===== src/rtl/execute_pkg.sv =====
// Shared execute-stage types: multiply/divide opcodes, controller states and op decode helpers.
package execute_pkg;

    typedef enum logic [2:0] {
        MD_MULT,
        MD_MULTU,
        MD_DIV,
        MD_DIVU,
        MD_MADD,
        MD_MADDU,
        MD_MSUB,
        MD_MSUBU
    } md_op_t;

    typedef enum logic [1:0] {
        ST_IDLE,
        ST_MUL,
        ST_DIV,
        ST_FIX
    } md_state_t;

    localparam int MD_CNT_W = 4;

    function automatic logic md_is_mul(input md_op_t op);
        return !(op == MD_DIV || op == MD_DIVU);
    endfunction

    function automatic logic md_is_signed(input md_op_t op);
        return (op == MD_MULT || op == MD_DIV || op == MD_MADD || op == MD_MSUB);
    endfunction

endpackage


===== src/rtl/div_iter.sv =====
// Restoring radix-2 divider on unsigned magnitudes; one quotient bit per step.
module div_iter #(
    parameter int WIDTH = 32
) (
    input  logic             clk,
    input  logic             resetn,
    input  logic             load,
    input  logic             step,
    input  logic [WIDTH-1:0] dividend,
    input  logic [WIDTH-1:0] divisor,
    output logic [WIDTH-1:0] quotient,
    output logic [WIDTH-1:0] remainder,
    output logic             last
);

    localparam int CW = $clog2(WIDTH) + 1;

    logic [CW-1:0]    cnt;
    logic [WIDTH-1:0] dsr;
    logic [WIDTH:0]   rem_sh;
    logic [WIDTH:0]   diff;

    // The dividend is shifted out of the quotient register as quotient bits shift in.
    assign rem_sh = {remainder, quotient[WIDTH-1]};
    assign diff   = rem_sh - {1'b0, dsr};
    assign last   = (cnt == CW'(WIDTH - 1));

    always_ff @(posedge clk or negedge resetn) begin
        if (!resetn) begin
            cnt       <= '0;
            dsr       <= '0;
            quotient  <= '0;
            remainder <= '0;
        end else if (load) begin
            cnt       <= '0;
            dsr       <= divisor;
            quotient  <= dividend;
            remainder <= '0;
        end else if (step) begin
            cnt <= cnt + CW'(1);
            if (!diff[WIDTH]) begin
                remainder <= diff[WIDTH-1:0];
                quotient  <= {quotient[WIDTH-2:0], 1'b1};
            end else begin
                remainder <= rem_sh[WIDTH-1:0];
                quotient  <= {quotient[WIDTH-2:0], 1'b0};
            end
        end
    end

endmodule


===== src/rtl/muldiv_iter.sv =====
// Iterative multiply / multiply-accumulate / divide unit with a hold-count multiplier.
//
// state   | meaning
// IDLE    | waiting for start; results held
// MUL     | holding the product for MUL_LAT cycles
// DIV     | one restoring quotient bit per cycle
// FIX     | sign correction / divide-by-zero result, then done
module muldiv_iter
    import execute_pkg::*;
#(
    parameter int WIDTH   = 32,
    parameter int MUL_LAT = 3
) (
    input  logic             clk,
    input  logic             resetn,
    input  logic             start,
    input  md_op_t           op,
    input  logic [WIDTH-1:0] a,
    input  logic [WIDTH-1:0] b,
    input  logic [WIDTH-1:0] hi_in,
    input  logic [WIDTH-1:0] lo_in,
    input  logic             flush,
    output logic             busy,
    output logic             done,
    output logic [WIDTH-1:0] hi,
    output logic [WIDTH-1:0] lo
);

    md_state_t              state;
    md_op_t                 op_q;
    logic [WIDTH-1:0]       a_q;
    logic [WIDTH-1:0]       b_q;
    logic [2*WIDTH-1:0]     acc_q;
    logic [MD_CNT_W-1:0]    cnt;
    logic                   neg_q;
    logic                   neg_r;
    logic                   div_zero;

    logic                   accept;
    logic                   in_signed;
    logic [WIDTH-1:0]       a_mag;
    logic [WIDTH-1:0]       b_mag;
    logic [WIDTH-1:0]       quotient;
    logic [WIDTH-1:0]       remainder;
    logic                   div_last;
    logic                   q_signed;
    logic [2*WIDTH-1:0]     ext_a;
    logic [2*WIDTH-1:0]     ext_b;
    logic [2*WIDTH-1:0]     product;
    logic [2*WIDTH-1:0]     mul_res;
    logic [WIDTH-1:0]       fix_hi;
    logic [WIDTH-1:0]       fix_lo;

    assign busy      = (state != ST_IDLE);
    assign accept    = (state == ST_IDLE) && start && !flush;
    assign in_signed = md_is_signed(op);
    assign a_mag     = (in_signed && a[WIDTH-1]) ? -a : a;
    assign b_mag     = (in_signed && b[WIDTH-1]) ? -b : b;

    div_iter #(.WIDTH(WIDTH)) u_div_iter (
        .clk       (clk),
        .resetn    (resetn),
        .load      (accept),
        .step      (state == ST_DIV),
        .dividend  (a_mag),
        .divisor   (b_mag),
        .quotient  (quotient),
        .remainder (remainder),
        .last      (div_last)
    );

    // Extending both operands to 2*WIDTH lets one multiplier serve signed and unsigned ops.
    assign q_signed = md_is_signed(op_q);
    assign ext_a    = {{WIDTH{q_signed & a_q[WIDTH-1]}}, a_q};
    assign ext_b    = {{WIDTH{q_signed & b_q[WIDTH-1]}}, b_q};
    assign product  = ext_a * ext_b;

    always_comb begin
        mul_res = product;
        case (op_q)
            MD_MADD, MD_MADDU: mul_res = acc_q + product;
            MD_MSUB, MD_MSUBU: mul_res = acc_q - product;
            default:           mul_res = product;
        endcase
    end

    always_comb begin
        fix_lo = neg_q ? -quotient : quotient;
        fix_hi = neg_r ? -remainder : remainder;
        if (div_zero) begin
            fix_lo = '1;
            fix_hi = a_q;
        end
    end

    always_ff @(posedge clk or negedge resetn) begin
        if (!resetn) begin
            state    <= ST_IDLE;
            op_q     <= MD_MULT;
            a_q      <= '0;
            b_q      <= '0;
            acc_q    <= '0;
            cnt      <= '0;
            neg_q    <= 1'b0;
            neg_r    <= 1'b0;
            div_zero <= 1'b0;
            done     <= 1'b0;
            hi       <= '0;
            lo       <= '0;
        end else begin
            done <= 1'b0;
            case (state)
                ST_IDLE: begin
                    if (accept) begin
                        op_q     <= op;
                        a_q      <= a;
                        b_q      <= b;
                        acc_q    <= {hi_in, lo_in};
                        cnt      <= '0;
                        neg_q    <= in_signed && (a[WIDTH-1] ^ b[WIDTH-1]);
                        neg_r    <= in_signed && a[WIDTH-1];
                        div_zero <= (b == '0);
                        if (md_is_mul(op))
                            state <= ST_MUL;
                        else if (b == '0)
                            state <= ST_FIX;
                        else
                            state <= ST_DIV;
                    end
                end
                ST_MUL: begin
                    if (flush) begin
                        state <= ST_IDLE;
                    end else if (cnt == MD_CNT_W'(MUL_LAT - 1)) begin
                        {hi, lo} <= mul_res;
                        done     <= 1'b1;
                        state    <= ST_IDLE;
                    end else begin
                        cnt <= cnt + MD_CNT_W'(1);
                    end
                end
                ST_DIV: begin
                    if (flush)
                        state <= ST_IDLE;
                    else if (div_last)
                        state <= ST_FIX;
                end
                ST_FIX: begin
                    if (flush) begin
                        state <= ST_IDLE;
                    end else begin
                        hi    <= fix_hi;
                        lo    <= fix_lo;
                        done  <= 1'b1;
                        state <= ST_IDLE;
                    end
                end
                default: state <= ST_IDLE;
            endcase
        end
    end

endmodule


===== config.mk =====
export PLATFORM = sky130hd
export DESIGN_NAME = muldiv_iter
export DESIGN_NICKNAME = d
export VERILOG_FILES = /design/src/rtl/execute_pkg.sv /design/src/rtl/div_iter.sv /design/src/rtl/muldiv_iter.sv
export SDC_FILE = /design/constraint.sdc
export NUM_CORES = 2
export LEC_CHECK = 0
export ABC_CLOCK_PERIOD_IN_PS = 10300
export BUFFER_PORTS_ARGS = -buffer_cell sky130_fd_sc_hd__buf_2
export CAP_MARGIN = 5
export CELL_PAD_IN_SITES_DETAIL_PLACEMENT = 1
export CELL_PAD_IN_SITES_GLOBAL_PLACEMENT = 2
export CORE_AREA = 2 2 578 293
export CTS_BUF_LIST = sky130_fd_sc_hd__clkbuf_8
export DETAILED_ROUTE_END_ITERATION = 10
export DIE_AREA = 0 0 580 295
export PLACE_DENSITY = 0.78
export SLEW_MARGIN = 5
export SYNTH_ARGS = -nofsm -noshare
export SYNTH_HDL_FRONTEND = slang
export SYNTH_SLANG_ARGS = --single-unit

===== constraint.sdc =====
create_clock -name clk -period 10.3 [get_ports clk]
set_input_delay 1.03 -clock clk [delete_from_list [all_inputs] [get_ports clk]]
set_output_delay 1.03 -clock clk [all_outputs]
set_load 0.05 [all_outputs]

# == Word level (Yosys, flattened, before mapping) ==
# Cells that the tools add are included.
# classes
add_sub_neg,9
n_mul,1
eq_ne,21
n_mux,39
n_bitwise,3
reduce_logical,27
# ops
operator,n
$mux W32,17
$neg A32 Y32,4
$pmux W32 S2,2
$pmux W64 S2,1
$add A64 B64 Y64,1
$mul A33 B33 Y64,1
$sub A64 B64 Y64,1
$sub A33 B32 Y33,1
$logic_not A32 Y1,1
$eq A3 B3 Y1 const B,6
$mux W2,6
$mux W4,3
$mux W6,2
$ne A2 B2 Y1 const B,5
$eq A3 B2 Y1 const B,3
$pmux W2 S4,1
$pmux W4 S2,1
$reduce_and A4 Y1,2
$reduce_bool A2 Y1,4
$logic_or A1 B1 Y1,7
$add A6 B1 Y6 const B,1
$eq A6 B5 Y1 const B,1
$logic_not A3 Y1,2
$ne A3 B3 Y1 const B,2
14 further kinds,25
# totals
ff_bits,307
output_inout_bits,66
elab_cells,116

# == Longest topological paths before layout ==
# logic_depth
ltp_word,11
depth_mapped,49

# == Hierarchy ==
# From an unflattened synthesis, not the netlist that was laid out.
# hier_totals
cells_unflattened,7118
area_unflattened_um2,60715.7
# by_module_without_submodules
module,n_inst,cells_each,area_each_um2
muldiv_iter,1,6392,54383.4
div_iter,1,726,6332.3

# == Worst setup path after synthesis ==
# No wires, ideal clock.
# synth_timing
path_kind,register -> register
start,register a_q[19]
end,register hi[29]
setup_ps,83
t_arrival_ps,10407
required_ps,10217
path_slack_ps,-190
path_stages_with_launch,43
cell_sequence,dfrtp_1 -> clkbuf_1 -> clkbuf_1 -> and2_1 -> fa_1 -> inv_1 -> fa_1 -> inv_1 -> fa_1 -> fa_1 -> inv_1 -> fa_1 -> fa_1 -> inv_1 -> fa_1 -> fa_1 -> ha_1 -> buf_2 -> [7 not listed] -> nor4_4 -> nor2_1 -> xor2_1 -> ha_1 -> a21o_1 -> a21o_1 -> a21oi_1 -> o21ai_0 -> o21bai_1 -> a21boi_0 -> a211oi_1 -> o21ba_2 -> o31a_1 -> o31a_1 -> o41ai_1 -> xor2_1 -> o221ai_1 -> o21ai_0
# synth_between
elab_chain_len,6
elab_cells_between_ends,7
classes_between,add/sub (2); mul (1); mux (4)
# synth_rtl
element,line,rtl
from (decl),muldiv_iter.sv:31,logic [WIDTH-1:0] a_q;
from (signal assigned),muldiv_iter.sv:100,a_q <= '0;
from (signal assigned),muldiv_iter.sv:116,a_q <= a;
$mul A33 B33 Y64 *,muldiv_iter.sv:76,assign product = ext_a * ext_b;
$sub A64 B64 Y64 or $add A64 B64 Y64 (tied branches),"muldiv_iter.sv:82, muldiv_iter.sv:81",
$pmux W64 S2 *,muldiv_iter.sv:80,case (op_q)
$mux W32 *,muldiv_iter.sv:134,end else if (cnt == MD_CNT_W'(MUL_LAT - 1)) begin
$mux W32 *,muldiv_iter.sv:132,if (flush) begin
$pmux W32 S2 *,muldiv_iter.sv:112,case (state)
to (signal assigned),muldiv_iter.sv:135,"{hi, lo} <= mul_res;"
to (signal assigned),muldiv_iter.sv:152,hi <= fix_hi;
to (decl),muldiv_iter.sv:25,"output logic [WIDTH-1:0] hi,"
# Every way passes the cells marked *; elsewhere a longest branch is shown, timed or not. The select of a mux whose other input is x is not followed.
# A chain may end at the register's enable or synchronous reset.

# == Worst setup path in the final report ==
# layout_timing
start,register b_q[1]
end,register hi[26]
# layout_between
elab_chain_len,6
elab_cells_between_ends,7
classes_between,add/sub (2); mul (1); mux (4)
# layout_rtl
element,line,rtl
from (decl),muldiv_iter.sv:32,logic [WIDTH-1:0] b_q;
from (signal assigned),muldiv_iter.sv:101,b_q <= '0;
from (signal assigned),muldiv_iter.sv:117,b_q <= b;
$mul A33 B33 Y64 *,muldiv_iter.sv:76,
$sub A64 B64 Y64 or $add A64 B64 Y64 (tied branches),"muldiv_iter.sv:82, muldiv_iter.sv:81",
$pmux W64 S2 *,muldiv_iter.sv:80,
$mux W32 *,muldiv_iter.sv:134,
$mux W32 *,muldiv_iter.sv:132,
$pmux W32 S2 *,muldiv_iter.sv:112,
# Marks and branches as above.

==> metrics.md <==
| Metric | Value |
|---|---|
| Post-synth top area share | `36.89%` |
| Hold Buf Count CTS | `0` |
| Maxcap violations | `0` |
| Synth unique cells | `113` |
| Commonest non-fill, non-tap cell in the layout | `nand2_1` |
| Drt first-iter violations | `4,449` |
| CP Max Fanout | `24` |
| Layout net count | `9,532` |
| Asr flop ratio synth | `100.0%` |
| Die X | `580 um` |
| Clk buf depth | `3` |
| HPWL after DPL | `222,500 um` |
| Number of H-tree levels | `2` |
| Core area | `165,900 um2` |
| RSZ-0062 raised after global routing | `yes` |
| Die area | `171,100 um2` |
| Residual DRC count | `0` |
| Synth Area in Compound Gates | `10.63%` |
| CP Launch Type | `flop` |
| Num ports | `201` |
| Max transition margin | `13.62%` |
| Setup Skew | `0.05471 ns` |
| XOR/XNOR Fraction of Synth Area | `4.623%` |
| CP max stage cell | `fa_1` |
| Worst slew pin tran | `1.282 ns` |
| Simple-Gate Fraction of Synth Area | `18.02%` |
| Worst stage delay on the critical path | `0.56 ns` |
| Hold Path Class | `input port to asynchronous set/reset pin` |
| Pins Over Slew Limit | `0` |
| Final Cycle Share | `104.9%` |
| Port bufs | `200` |
| Avg Synthesized Cell Area | `8.525 um2` |
| Wire per inst | `25.62 um` |
| CP endpoint kind | `flop` |
| Mux cell area share after synthesis | `0.9717%` |
| Worst Path Arrival | `11.46 ns` |
| Top cells by area, synth | `fa_1, dfrtp_1, nand2_1, inv_1, ha_1` |
| Req. time, crit path | `10.96 ns` |
| YS warnings | `0` |
| Fmax | `92.58 MHz` |
| Most frequent cells in the layout | `nand2_1, inv_1, fa_1` |
| First-pass GRT wire length | `390,700 um` |
| Worst-Skew Late Latency | `0.80 ns` |
| TritonCTS clock tree | `built` |
| Synthesis-to-layout area growth | `20.23%` |
| Post-Synthesis Cells | `7,174` |
| Die H | `295 um` |
| Register bit total from synthesis | `307` |
| Final Hold Violating Endpoints | `0` |
| WS Path Type | `flop to flop` |
| # rows | `106` |
| Pin count of the biggest net entering global routing | `208` |
| Sequential fraction of the synthesis area | `12.56%` |
| Main combinational cell family by area after synthesis | `adder cells` |
| GRT Util Overall | `30.75%` |
| Min cycle time layout | `10.80 ns` |
| Worst-path clk slew | `0.13 ns` |
| Total wire length | `261,700 um` |
| Initial antenna violation count | `17` |
| DRT antenna net count | `0` |
| Top FF cell, synth | `dfrtp_1` |
| Vias | `54,830` |
| Clock root cell | `clkbuf_8` |
| Violated checks | `setup timing` |
| Vias/cell | `5.369` |
| Final Wtd Congestion | `0.9776` |
| CP dominant cell by count | `fa_1` |
| Dominant cell type by area after synthesis | `fa_1` |
| Setup TNS | `-8.392 ns` |
| Number of CTS-inserted buffers | `51` |
| Clock tree sinks | `307` |
| Post-synth EDFFs | `0` |
| Status | `complete, but fails checks` |
| Total congestion overflow | `0` |
| Final worst slack | `-0.5020 ns` |
| Vias in the first global route | `58,370` |
| Syn Nets | `8,751` |
| Layout cell share with drive strength beyond 1 | `18.82%` |
| Adder-cell share of the synthesized area | `43.33%` |
| Mapped cell area | `61,160 um2` |
| Final setup violation count | `24` |
| Starting density of the core | `36.86%` |
| Pre-antenna DRT Iters | `6` |
==> sequential cells by signal, indices dropped and copies added, names as in the netlist <==
| register | flops |
|---|---|
| state | 2 |
| done | 1 |
| op_q | 3 |
| neg_q | 1 |
| lo | 32 |
| neg_r | 1 |
| u_div_iter.remainder | 32 |
| a_q | 32 |
| acc_q | 64 |
| div_zero | 1 |
| hi | 32 |
| cnt | 4 |
| u_div_iter.dsr | 32 |
| u_div_iter.quotient | 32 |
| b_q | 32 |
| u_div_iter.cnt | 6 |
==> routing by layer <==
layer  vias to the layer above  track usage, %  wire length [um]
li1                      23870               -                 -
met1                     28790           48.80            130300
met2                      1939           41.52            101100
met3                       225           8.227             25950
met4                        12           4.743              4311
met5                         -               0                78
==> cells in the mapped netlist (52+ instances only) <==
cell type,number
ha_1,315
a31oi_1,52
a21o_1,73
clkbuf_1,389
a21oi_1,234
fa_1,1127
nand3_1,69
nor2_1,230
dfrtp_1,307
inv_1,1165
xnor2_1,199
o21ai_0,286
nand2_1,1500
nor3_1,65
xor2_1,117
and2_1,310
==> stage by stage <==
step | utilization [%] | hold WS, ns | worst slack [ns] | cell area (um2) | std cells
after floorplan | - | 0.4498 | 0.007945 | 61170 | 7174
after global placement | 43.00 | 0.4593 | -0.8395 | 71340 | 10080
after detailed placement | 43.00 | 0.4668 | -0.9307 | 71340 | 10080
after CTS | 44.01 | 0.1639 | -0.4458 | 73020 | 10200
after global routing | 44.31 | 0.1879 | -0.9146 | 73520 | 10210
final | 44.32 | 0.1953 | -0.5020 | 73540 | 10210
==> worst max-delay path: cells and delay by family, from the launching register on <==
kind	cells	cell delay (ns)
xor gates and xnor gates	1	0.16
and+or+nand+nor	9	2.01
AOI/OAI and AO/OA	11	2.13
buffers and inverters	10	1.21
adders and majority gates	10	4.65
DFF	1	0.45
==> layout make-up <==
cell class	instances	area [um2]
diodes	5	12.51
clock buffers	59	812.0
clock inverters	32	232.7
fillers	19600	92380
inverters	1165	4373
multi-input cells	5277	48330
flip-flops and latches	307	7694
well taps	2214	2770
repair buffers	1153	9311
==> path summary, 6_finish.rpt <==
check / start / end / slack (ns) / depth (start not counted)
max: b_q[1] / hi[26] / -0.50 / 41
min: resetn / hi[9] / 0.20 / 1
max reg2reg: b_q[1] / hi[26] / -0.50 / 41
min reg2reg: lo[8] / lo[8] / 0.48 / 2
max in group asynchronous: resetn / b_q[16] / 7.78 / 3
min in group clk: hi_in[6] / acc_q[38] / 0.42 / 3
==> cell families (layout without fill, tap and decap cells) <==
family,Yosys count,in the layout
compound gates,1018,1018
xor+xnor,319,319
fa+ha+maj,1442,1442
buf+inv,1590,2409
flops,307,307
mux,58,58
other cells,0,5
simple gates,2440,2440
==> what timing repair did <==
| item | CTS | global route |
|---|---|---|
| setup buffers | 21 | 12 |
| setup endpoints to repair | 28 | 41 |
| pin swaps | 29 | 44 |
| resized for setup | 120 | 112 |
Power is left out: the tool's default activity adds up to more than one toggle a clock period on the data nets, which glitch-free logic cannot reach.
